File: src/rtl/up_mem_arbiter_if.sv
// up_mem_arbiter_if: requester-side and memory-side signals of the shared
// up_memory arbiter, bundled so the arbiter and its environment share one
// definition. The slave modport is the arbiter; the master modport is the
// environment (both requesters plus up_memory).
interface up_mem_arbiter_if #(
    parameter int AW = 8,
    parameter int DW = 8
) ();
    logic          req0;
    logic          we0;
    logic [AW-1:0] addr0;
    logic [DW-1:0] wdata0;
    logic          ack0;
    logic [DW-1:0] rdata0;

    logic          req1;
    logic          we1;
    logic [AW-1:0] addr1;
    logic [DW-1:0] wdata1;
    logic          ack1;
    logic [DW-1:0] rdata1;

    logic [AW-1:0] mem_addr;
    logic [DW-1:0] mem_in;
    logic          mem_we;
    logic          mem_re;
    logic [DW-1:0] mem_out;

    logic          busy;
    logic          grant;

    modport slave (
        input  req0, we0, addr0, wdata0,
        input  req1, we1, addr1, wdata1,
        input  mem_out,
        output ack0, rdata0, ack1, rdata1,
        output mem_addr, mem_in, mem_we, mem_re,
        output busy, grant
    );

    modport master (
        output req0, we0, addr0, wdata0,
        output req1, we1, addr1, wdata1,
        output mem_out,
        input  ack0, rdata0, ack1, rdata1,
        input  mem_addr, mem_in, mem_we, mem_re,
        input  busy, grant
    );
endinterface

File: src/rtl/up_mem_arbiter.sv
// up_mem_arbiter: two-port arbiter and access sequencer for the shared
// up_memory. Each access runs capture -> strobe -> read-wait -> acknowledge.
// Optional macro UP_MEM_ARB_RR_EN: round-robin arbitration between the two
// ports; when undefined, port 0 has fixed priority and no last-grant state
// exists.
//
// state | meaning
// IDLE  | no access; arbitrate and latch the winner's request
// ACC   | one-cycle memory strobe (mem_we or mem_re)
// WAIT  | read latency wait, counter runs 1..RD_LAT
// ACK   | one-cycle ack to the granted port
module up_mem_arbiter #(
    parameter int AW     = 8,
    parameter int DW     = 8,
    parameter int RD_LAT = 1
) (
    input  logic               clk,
    input  logic               rst,
    up_mem_arbiter_if.slave    bus
);
    typedef enum logic [1:0] {
        IDLE = 2'd0,
        ACC  = 2'd1,
        WAIT = 2'd2,
        ACK  = 2'd3
    } state_t;

    localparam logic [1:0] LAT = 2'(RD_LAT);

    state_t        state_q;
    logic [1:0]    cnt_q;
    logic          op_q;
    logic          grant_q;
    logic          ack0_q;
    logic          ack1_q;
    logic          mem_we_q;
    logic          mem_re_q;
    logic [AW-1:0] mem_addr_q;
    logic [DW-1:0] mem_in_q;
    logic [DW-1:0] rdata0_q;
    logic [DW-1:0] rdata1_q;
    logic          any_req;
    logic          win_d;

    assign any_req = bus.req0 | bus.req1;

`ifdef UP_MEM_ARB_RR_EN
    logic last_q;

    // Winner selection: on contention the port not granted last wins.
    always_comb begin
        win_d = bus.req1;
        if (bus.req0 && bus.req1) begin
            win_d = ~last_q;
        end
    end

    // Last-grant tracking; reset to 1 so port 0 wins the first contention.
    always_ff @(posedge clk) begin
        if (rst) begin
            last_q <= 1'b1;
        end else if (state_q == IDLE && any_req) begin
            last_q <= win_d;
        end
    end
`else
    // Winner selection: fixed priority, port 0 wins whenever it requests.
    always_comb begin
        win_d = ~bus.req0;
    end
`endif

    // Access sequencer with registered strobes, acks and read-data capture.
    always_ff @(posedge clk) begin
        if (rst) begin
            state_q    <= IDLE;
            cnt_q      <= 2'd0;
            op_q       <= 1'b0;
            grant_q    <= 1'b0;
            ack0_q     <= 1'b0;
            ack1_q     <= 1'b0;
            mem_we_q   <= 1'b0;
            mem_re_q   <= 1'b0;
            mem_addr_q <= '0;
            mem_in_q   <= '0;
            rdata0_q   <= '0;
            rdata1_q   <= '0;
        end else begin
            ack0_q   <= 1'b0;
            ack1_q   <= 1'b0;
            mem_we_q <= 1'b0;
            mem_re_q <= 1'b0;
            case (state_q)
                IDLE: begin
                    if (any_req) begin
                        grant_q    <= win_d;
                        mem_addr_q <= win_d ? bus.addr1  : bus.addr0;
                        mem_in_q   <= win_d ? bus.wdata1 : bus.wdata0;
                        op_q       <= win_d ? bus.we1    : bus.we0;
                        mem_we_q   <= win_d ? bus.we1    : bus.we0;
                        mem_re_q   <= win_d ? ~bus.we1   : ~bus.we0;
                        state_q    <= ACC;
                    end
                end
                ACC: begin
                    if (op_q || RD_LAT == 0) begin
                        // Zero-latency reads sample mem_out during the strobe itself.
                        if (!op_q) begin
                            if (grant_q) rdata1_q <= bus.mem_out;
                            else         rdata0_q <= bus.mem_out;
                        end
                        ack0_q  <= ~grant_q;
                        ack1_q  <= grant_q;
                        state_q <= ACK;
                    end else begin
                        cnt_q   <= 2'd1;
                        state_q <= WAIT;
                    end
                end
                WAIT: begin
                    cnt_q <= cnt_q + 2'd1;
                    if (cnt_q == LAT) begin
                        if (grant_q) rdata1_q <= bus.mem_out;
                        else         rdata0_q <= bus.mem_out;
                        ack0_q  <= ~grant_q;
                        ack1_q  <= grant_q;
                        state_q <= ACK;
                    end
                end
                ACK: begin
                    cnt_q   <= 2'd0;
                    state_q <= IDLE;
                end
                default: begin
                    state_q <= IDLE;
                end
            endcase
        end
    end

    assign bus.ack0     = ack0_q;
    assign bus.ack1     = ack1_q;
    assign bus.rdata0   = rdata0_q;
    assign bus.rdata1   = rdata1_q;
    assign bus.mem_addr = mem_addr_q;
    assign bus.mem_in   = mem_in_q;
    assign bus.mem_we   = mem_we_q;
    assign bus.mem_re   = mem_re_q;
    assign bus.busy     = (state_q != IDLE);
    assign bus.grant    = grant_q;
endmodule

File: src/flat_wrapper.sv
// flat-port wrapper written by rule: the top's interface ports become plain ports
module up_mem_arbiter_flat 
#(
    parameter int AW     = 8,
    parameter int DW     = 8,
    parameter int RD_LAT = 1
)
  (clk, rst, bus_req0, bus_we0, bus_addr0, bus_wdata0, bus_req1, bus_we1, bus_addr1, bus_wdata1, bus_mem_out, bus_ack0, bus_rdata0, bus_ack1, bus_rdata1, bus_mem_addr, bus_mem_in, bus_mem_we, bus_mem_re, bus_busy, bus_grant);
  up_mem_arbiter_if #(.AW(AW), .DW(DW)) bus_i ();
  input  logic clk;
  input  logic rst;
  input wire logic [$bits(bus_i.req0)-1:0] bus_req0;
  input wire logic [$bits(bus_i.we0)-1:0] bus_we0;
  input wire logic [$bits(bus_i.addr0)-1:0] bus_addr0;
  input wire logic [$bits(bus_i.wdata0)-1:0] bus_wdata0;
  input wire logic [$bits(bus_i.req1)-1:0] bus_req1;
  input wire logic [$bits(bus_i.we1)-1:0] bus_we1;
  input wire logic [$bits(bus_i.addr1)-1:0] bus_addr1;
  input wire logic [$bits(bus_i.wdata1)-1:0] bus_wdata1;
  input wire logic [$bits(bus_i.mem_out)-1:0] bus_mem_out;
  output wire logic [$bits(bus_i.ack0)-1:0] bus_ack0;
  output wire logic [$bits(bus_i.rdata0)-1:0] bus_rdata0;
  output wire logic [$bits(bus_i.ack1)-1:0] bus_ack1;
  output wire logic [$bits(bus_i.rdata1)-1:0] bus_rdata1;
  output wire logic [$bits(bus_i.mem_addr)-1:0] bus_mem_addr;
  output wire logic [$bits(bus_i.mem_in)-1:0] bus_mem_in;
  output wire logic [$bits(bus_i.mem_we)-1:0] bus_mem_we;
  output wire logic [$bits(bus_i.mem_re)-1:0] bus_mem_re;
  output wire logic [$bits(bus_i.busy)-1:0] bus_busy;
  output wire logic [$bits(bus_i.grant)-1:0] bus_grant;
  assign bus_i.req0 = bus_req0;
  assign bus_i.we0 = bus_we0;
  assign bus_i.addr0 = bus_addr0;
  assign bus_i.wdata0 = bus_wdata0;
  assign bus_i.req1 = bus_req1;
  assign bus_i.we1 = bus_we1;
  assign bus_i.addr1 = bus_addr1;
  assign bus_i.wdata1 = bus_wdata1;
  assign bus_i.mem_out = bus_mem_out;
  assign bus_ack0 = bus_i.ack0;
  assign bus_rdata0 = bus_i.rdata0;
  assign bus_ack1 = bus_i.ack1;
  assign bus_rdata1 = bus_i.rdata1;
  assign bus_mem_addr = bus_i.mem_addr;
  assign bus_mem_in = bus_i.mem_in;
  assign bus_mem_we = bus_i.mem_we;
  assign bus_mem_re = bus_i.mem_re;
  assign bus_busy = bus_i.busy;
  assign bus_grant = bus_i.grant;
  up_mem_arbiter #(.AW(AW), .DW(DW), .RD_LAT(RD_LAT)) u_core (.clk(clk), .rst(rst), .bus(bus_i));
endmodule
File: config.mk
export PLATFORM = sky130hd
export DESIGN_NAME = up_mem_arbiter_flat
export DESIGN_NICKNAME = d
export VERILOG_FILES = /design/src/rtl/up_mem_arbiter_if.sv /design/src/rtl/up_mem_arbiter.sv /design/src/flat_wrapper.sv
export SDC_FILE = /design/constraint.sdc
export NUM_CORES = 1
export LEC_CHECK = 0
export ABC_AREA = 1
export CELL_PAD_IN_SITES_DETAIL_PLACEMENT = 1
export CELL_PAD_IN_SITES_GLOBAL_PLACEMENT = 1
export CORE_MARGIN = 1
export CORE_UTILIZATION = 25
export DETAILED_ROUTE_END_ITERATION = 6
export PLACE_DENSITY = 0.78
export SKIP_CTS_REPAIR_TIMING = 1
export SLEW_MARGIN = 10
export SYNTH_ARGS = -nofsm -noshare
export SYNTH_HDL_FRONTEND = slang
export SYNTH_SLANG_ARGS = --single-unit
export TNS_END_PERCENT = 100
File: constraint.sdc
create_clock -name clk -period 1.28 [get_ports clk]
set_input_delay 0.256 -clock clk [delete_from_list [all_inputs] [get_ports clk]]
set_output_delay 0.256 -clock clk [all_outputs]
set_load 0.005 [all_outputs]
==> flow_summary.json, run 1 <==
{
  "cts_tree": "built",
  "area_delta_synth_final_pct": 75.4,
  "synth_edf_count": 0,
  "synth_area_leaders": "dfxtp_1 (45%), nand2_1 (12%), nor2_1 (11%)",
  "cts_max_level": 2,
  "syn-num-nets": 313,
  "synth_cell_types": 21,
  "synthFlopType": "dfxtp_1",
  "die_height_um": 88.6,
  "timing.hold.ws_ns": 0.445,
  "antenna_left": 0,
  "ir_drop_v": 0.000502,
  "syn_area_mm2": 0.00187,
  "synth_top_cell_area_share_pct": 44.9,
  "relSlewSlack_pct": 74.7,
  "crit_required_ns": 1.47,
  "setup_viol": 22,
  "path_clk_slew_ns": 0.08,
  "grt_use_total_pct": 15.9,
  "fin_setup_tns_ns": -1.23,
  "io_pins": 84,
  "maxCapViolCount": 0,
  "drc": 0,
  "clock_sinks": 42,
  "antenna_found_initial": 0,
  "drtIter0Drc": 32,
  "grt_first_pass_wirelength_um": 9470,
  "setup.worst_path.class": "register to register",
  "grt_pass1_vias": 2049,
  "ys_ff_latch": 42,
  "violations": "setup timing",
  "clockBufferDepth": 2,
  "status": "complete, but fails checks",
  "num_vias": 2031,
  "p_total_mw": 5.17,
  "hp-class": "register to register",
  "synth_commonest_cells": "nand2_1 (59), nor2_1 (55), dfxtp_1 (42)",
  "startpoint_type": "register",
  "io_buffers": 83,
  "worstSkewPairLatency_ns": 0.29,
  "cp_data_arrival_time_ns": 1.57,
  "setup_ws_ns": -0.102,
  "gp_congestion": 0.737,
  "yosysMostFrequentCell": "nand2_1",
  "cellPowerDensity_mw_per_mm2": 1570,
  "finClkSkew_ns": 0.00286,
  "post-route-min-period_ns": 1.38,
  "yosysWarnings": 0,
  "drive_gt1_share_pct": 18.7,
  "fin_crit_sh_pct": 108,
  "rsz0062_at_grt": "yes",
  "avgSynthCellArea_um2": 7.24,
  "synth.largest_area_cell": "dfxtp_1",
  "hold_viol_final": 0,
  "path_max_fanout": 9,
  "wl_per_cell_um": 13.3,
  "dp_hpwl_um": 4760,
  "p_leak_nw": 1.96,
  "grt_overflow": 0,
  "finalMaxSlewViolations": 0,
  "grt_max_degree": 25,
  "dp_slack_ns": -0.306,
  "placementRows": 31,
  "cts_made_buffers": 5,
  "async_flop_share_pct": 0,
  "via_per_inst": 4.39,
  "routed_wl_um": 6150,
  "clock.fmax_mhz": 723,
  "yosysSeqAreaShare_pct": 44.9,
  "endpoint_kind": "register",
  "syn_inst": 259,
  "antenna_cells": 0,
  "clock-root-buffer": "clkbuf_8",
  "die_area_mm2": 0.00785,
  "coreArea_mm2": 0.00725,
  "tightest_slew_ns": 0.376,
  "dieWidth_um": 88.6,
  "drtPass1Iterations": 4,
  "final_nets": 418,
  "initial_core_util_pct": 25.8
}
## critical path, stage by stage (launching register included)
cell and delay [ns]:
dfxtp_2 0.34, inv_4 0.08, ha_4 0.14, inv_2 0.04
buf_6 0.11, nor2_4 0.22, clkinv_4 0.15, nor2_1 0.13
nor2_1 0.06
## kinds of logic after synthesis
group                      synth area share, %
and+or+nand+nor                           26.9
AOI/OAI and AO/OA                         14.0
DFF                                       44.9
buffers and inverters                     8.94
adders and majority gates                 5.34
## flip-flops by register name, summed over array words and instances (netlist names)
| signal | cells |
|---|---|
| u_core.bus.mem_addr | 8 |
| u_core.bus.mem_in | 8 |
| u_core.bus.mem_re | 1 |
| u_core.bus.grant | 1 |
| u_core.bus.rdata1 | 8 |
| u_core.bus.ack1 | 1 |
| u_core.state_q | 2 |
| u_core.bus.rdata0 | 8 |
| u_core.bus.ack0 | 1 |
| u_core.bus.mem_we | 1 |
| u_core.op_q | 1 |
| u_core.cnt_q | 2 |
## cells in the final DEF (no fill, tap or decap), drive strengths merged
master | synthesis | final
inv | 22 | 22
bufinv | 0 | 1
dfxtp | 42 | 42
dlymetal6s2s | 0 | 38
buf | 8 | 25
clkbuf | 3 | 6
nand3 | 5 | 5
nor2 | 57 | 57
and3 | 1 | 1
o21ai | 37 | 37
a21oi | 14 | 14
o22ai | 1 | 1
ha | 8 | 8
nand2 | 60 | 60
clkinv | 0 | 1
clkdlybuf4s50 | 0 | 45
nand3b | 1 | 1
## per-layer routing
| layer | GRT usage (%) | up-vias | share of wire [%] |
|---|---|---|---|
| li1 | - | 1022 | - |
| met1 | 17.2 | 933 | 40 |
| met2 | 30.1 | 68 | 52 |
| met3 | 3.82 | 8 | 6.3 |
| met4 | 4.99 | 0 | 1.6 |
| met5 | 0 | - | 0 |
## worst paths after layout
| kind | from | end | slack (ns) | cells past startpoint |
|---|---|---|---|---|
| hold reg to reg | u_core.bus.rdata1[0] | u_core.bus.rdata1[0] | 0.45 | 2 |
| hold / removal | u_core.bus.rdata1[0] | u_core.bus.rdata1[0] | 0.45 | 2 |
| setup / recovery | u_core.state_q[0] | u_core.bus.mem_addr[7] | -0.10 | 8 |
| setup reg to reg | u_core.state_q[0] | u_core.bus.mem_addr[7] | -0.10 | 8 |
## through the flow
step	cell area [um2]	cells	utilization (%)
6_report	3290	463	45.3
5_1_grt	3290	463	45.3
4_1_cts	3070	460	42.4
3_5_place_dp	2960	453	40.8
3_3_place_gp	2960	453	40.8
2_1_floorplan	1880	259	-
## cell type report
cell class,instances,area [um2]
clock buffers,6,82.6
clock inverters,1,30.0
fillers,889,3970
inverters,22,92.6
multi-input cells,184,935
flip-flops and latches,42,855
well taps,99,124
repair buffers,108,1160
repair inverters,1,6.26
## power by group
group          switching, mW  internal [mW]
sequential             0.207           1.64
clock                  0.443          0.624
combinational           1.07           1.18
Note: power is estimated with default switching activity, not from simulation.
==> inputs of run 2 (changes only) <==
- CORE_MARGIN: 1 -> 3
- CORE_UTILIZATION: 25 -> 23
- PLACE_DENSITY: 0.78 -> 0.73
==> flow_summary.json, run 2 (synthesized netlist as in run 1, its figures left out) <==
{
  "gp_congestion": 0.714,
  "cts_tree": "built",
  "clkPwrFrac_pct": 17.0,
  "die_height_um": 96.3,
  "p_switching_mw": 1.81,
  "drc": 0,
  "violations": "setup timing",
  "cp_slowest_cell": "dfxtp_2",
  "via_per_inst": 4.32,
  "io_buffers": 83,
  "rr_startpoint": "u_core.state_q[0]",
  "slowest_delay_ns": 0.33,
  "grt_overflow": 0,
  "layout_commonest_cell": "nand2_1",
  "io_pins": 84,
  "routed_wl_um": 5920,
  "seq_power_share_pct": 35.8,
  "antenna_cells": 0,
  "num_vias": 2016,
  "dp_hpwl_um": 4440,
  "status": "complete, but fails checks",
  "area_delta_synth_final_pct": 77.1,
  "clock-root-buffer": "clkbuf_8",
  "setup_ws_ns": -0.0547,
  "coreArea_mm2": 0.00781,
  "path_max_fanout": 9,
  "path_cells": "inv_2 -> ha_4 -> inv_2 -> buf_6 -> nor2_4 -> clkinv_4 -> nor2_1 -> nor2_1",
  "ir_drop_v": 0.000563,
  "clockBufferDepth": 2,
  "finalMaxSlewViolations": 0,
  "cellPowerDensity_mw_per_mm2": 1530,
  "cts_max_level": 2,
  "initial_core_util_pct": 24.0,
  "tightest_slew_ns": 0.331,
  "crit_buf_inv": 4,
  "combPwrFrac_pct": 47.3,
  "drtPass1Iterations": 4,
  "cts_made_buffers": 5,
  "crit_required_ns": 1.47,
  "grt_pass1_vias": 2062,
  "post-route-min-period_ns": 1.33,
  "dieWidth_um": 96.3,
  "reg2reg_slack_ns": -0.05,
  "maxCapViolCount": 0,
  "cp_data_arrival_time_ns": 1.52,
  "grt_max_degree": 18,
  "antenna_found_initial": 0,
  "endpoint_kind": "register",
  "p_int_mw": 3.26,
  "placementRows": 32,
  "wl_per_cell_um": 12.7,
  "path_delay_family": "simple AND/OR/NAND/NOR gates",
  "antenna_left": 0,
  "hp-start": "u_core.bus.rdata1[2]",
  "startpoint_type": "register",
  "grt_first_pass_wirelength_um": 9180,
  "relSlewSlack_pct": 77.7,
  "fin_crit_sh_pct": 104,
  "die_area_mm2": 0.00927,
  "grt_use_total_pct": 12.7,
  "p_total_mw": 5.07,
  "fin_setup_tns_ns": -0.319,
  "hold_viol_final": 0,
  "clock.fmax_mhz": 749,
  "drtIter0Drc": 32,
  "hp-class": "register to register",
  "drive_gt1_share_pct": 23.6,
  "setup_viol": 17,
  "final_nets": 418,
  "p_leak_nw": 1.95,
  "cp-startpoint": "u_core.state_q[0]",
  "rsz0062_at_grt": "yes",
  "finClkSkew_ns": 0.0104,
  "swShare_pct": 35.7,
  "path_clk_slew_ns": 0.08,
  "clock_sinks": 42,
  "worstSkewPairLatency_ns": 0.30,
  "setup.worst_path.class": "register to register",
  "final_cell_mix": "nand2_1 (58), nor2_1 (46), clkdlybuf4s50_1 (45), dlymetal6s2s_1 (38), dfxtp_1 (29)"
}
[run 2: changes by cell type in the layout (fill, tap and decap cells not counted), sizes merged]
cell    previous run  this run
clkbuf             6         5
bufinv             1         0
inv               22        23
clkinv             1         3
[run 2: area by class of cell]
class	instances	area (um2)
Sequential cell	42	860
Timing Repair inverter	1	11.3
Inverter	22	87.6
Clock inverter	3	18.8
Tap cell	102	128
Clock buffer	5	68.8
Multi-Input combinational cell	184	1000
Fill cell	942	4490
Timing Repair Buffer	108	1140
[run 2: layer usage]
metal | vias to the layer above | share of wire [%] | global-route usage (%) | wire (um)
met5 | - | 0 | 0 | 0
li1 | 1024 | - | - | -
met4 | 0 | 1.6 | 3.79 | 95
met2 | 57 | 51 | 23.1 | 3010
met1 | 928 | 40 | 13.8 | 2400
met3 | 7 | 7.1 | 4.22 | 420
[run 2: power groups by stage]
stage | registers, mW | clock network (mW) | logic [mW]
floorplan | 1.85 | 0 | 0.916
global placement | 1.83 | 0 | 1.99
detailed placement | 1.83 | 0 | 2.05
CTS | 1.81 | 0.913 | 2.08
global route | 1.86 | 0.955 | 2.67
finish | 1.81 | 0.862 | 2.40
[run 2: worst paths after layout]
path / end / cells after the start
min: u_core.bus.rdata1[2] / 2
min reg2reg: u_core.bus.rdata1[2] / 2
max: u_core.bus.mem_addr[0] / 8
max reg2reg: u_core.bus.mem_addr[0] / 8
[run 2: metrics by stage]
stage                     utilization (%)  hold WS [ns]  std cells  worst slack, ns  instance area, um2
after floorplan                         -         0.318        259           0.0413                1880
after global placement               37.6         0.431        455           -0.263                2930
after detailed placement             37.6         0.449        455           -0.324                2930
after CTS                            38.7         0.464        463           -0.410                3020
after global routing                 42.5         0.468        467           -0.146                3320
final                                42.5         0.454        467          -0.0547                3320
[run 2: tightest hold or removal path, delay by kind of cell, from the launching register on]
family	cells	cell delay, ns
flops	1	0.32
compound gates	1	0.05
buf+inv	1	0.05
==> inputs of run 3 (changes only) <==
- CTS_CLUSTER_SIZE: unset -> 14
==> results of run 3 <==
No change in the layout: final DEF, timing and power equal those of run 2.
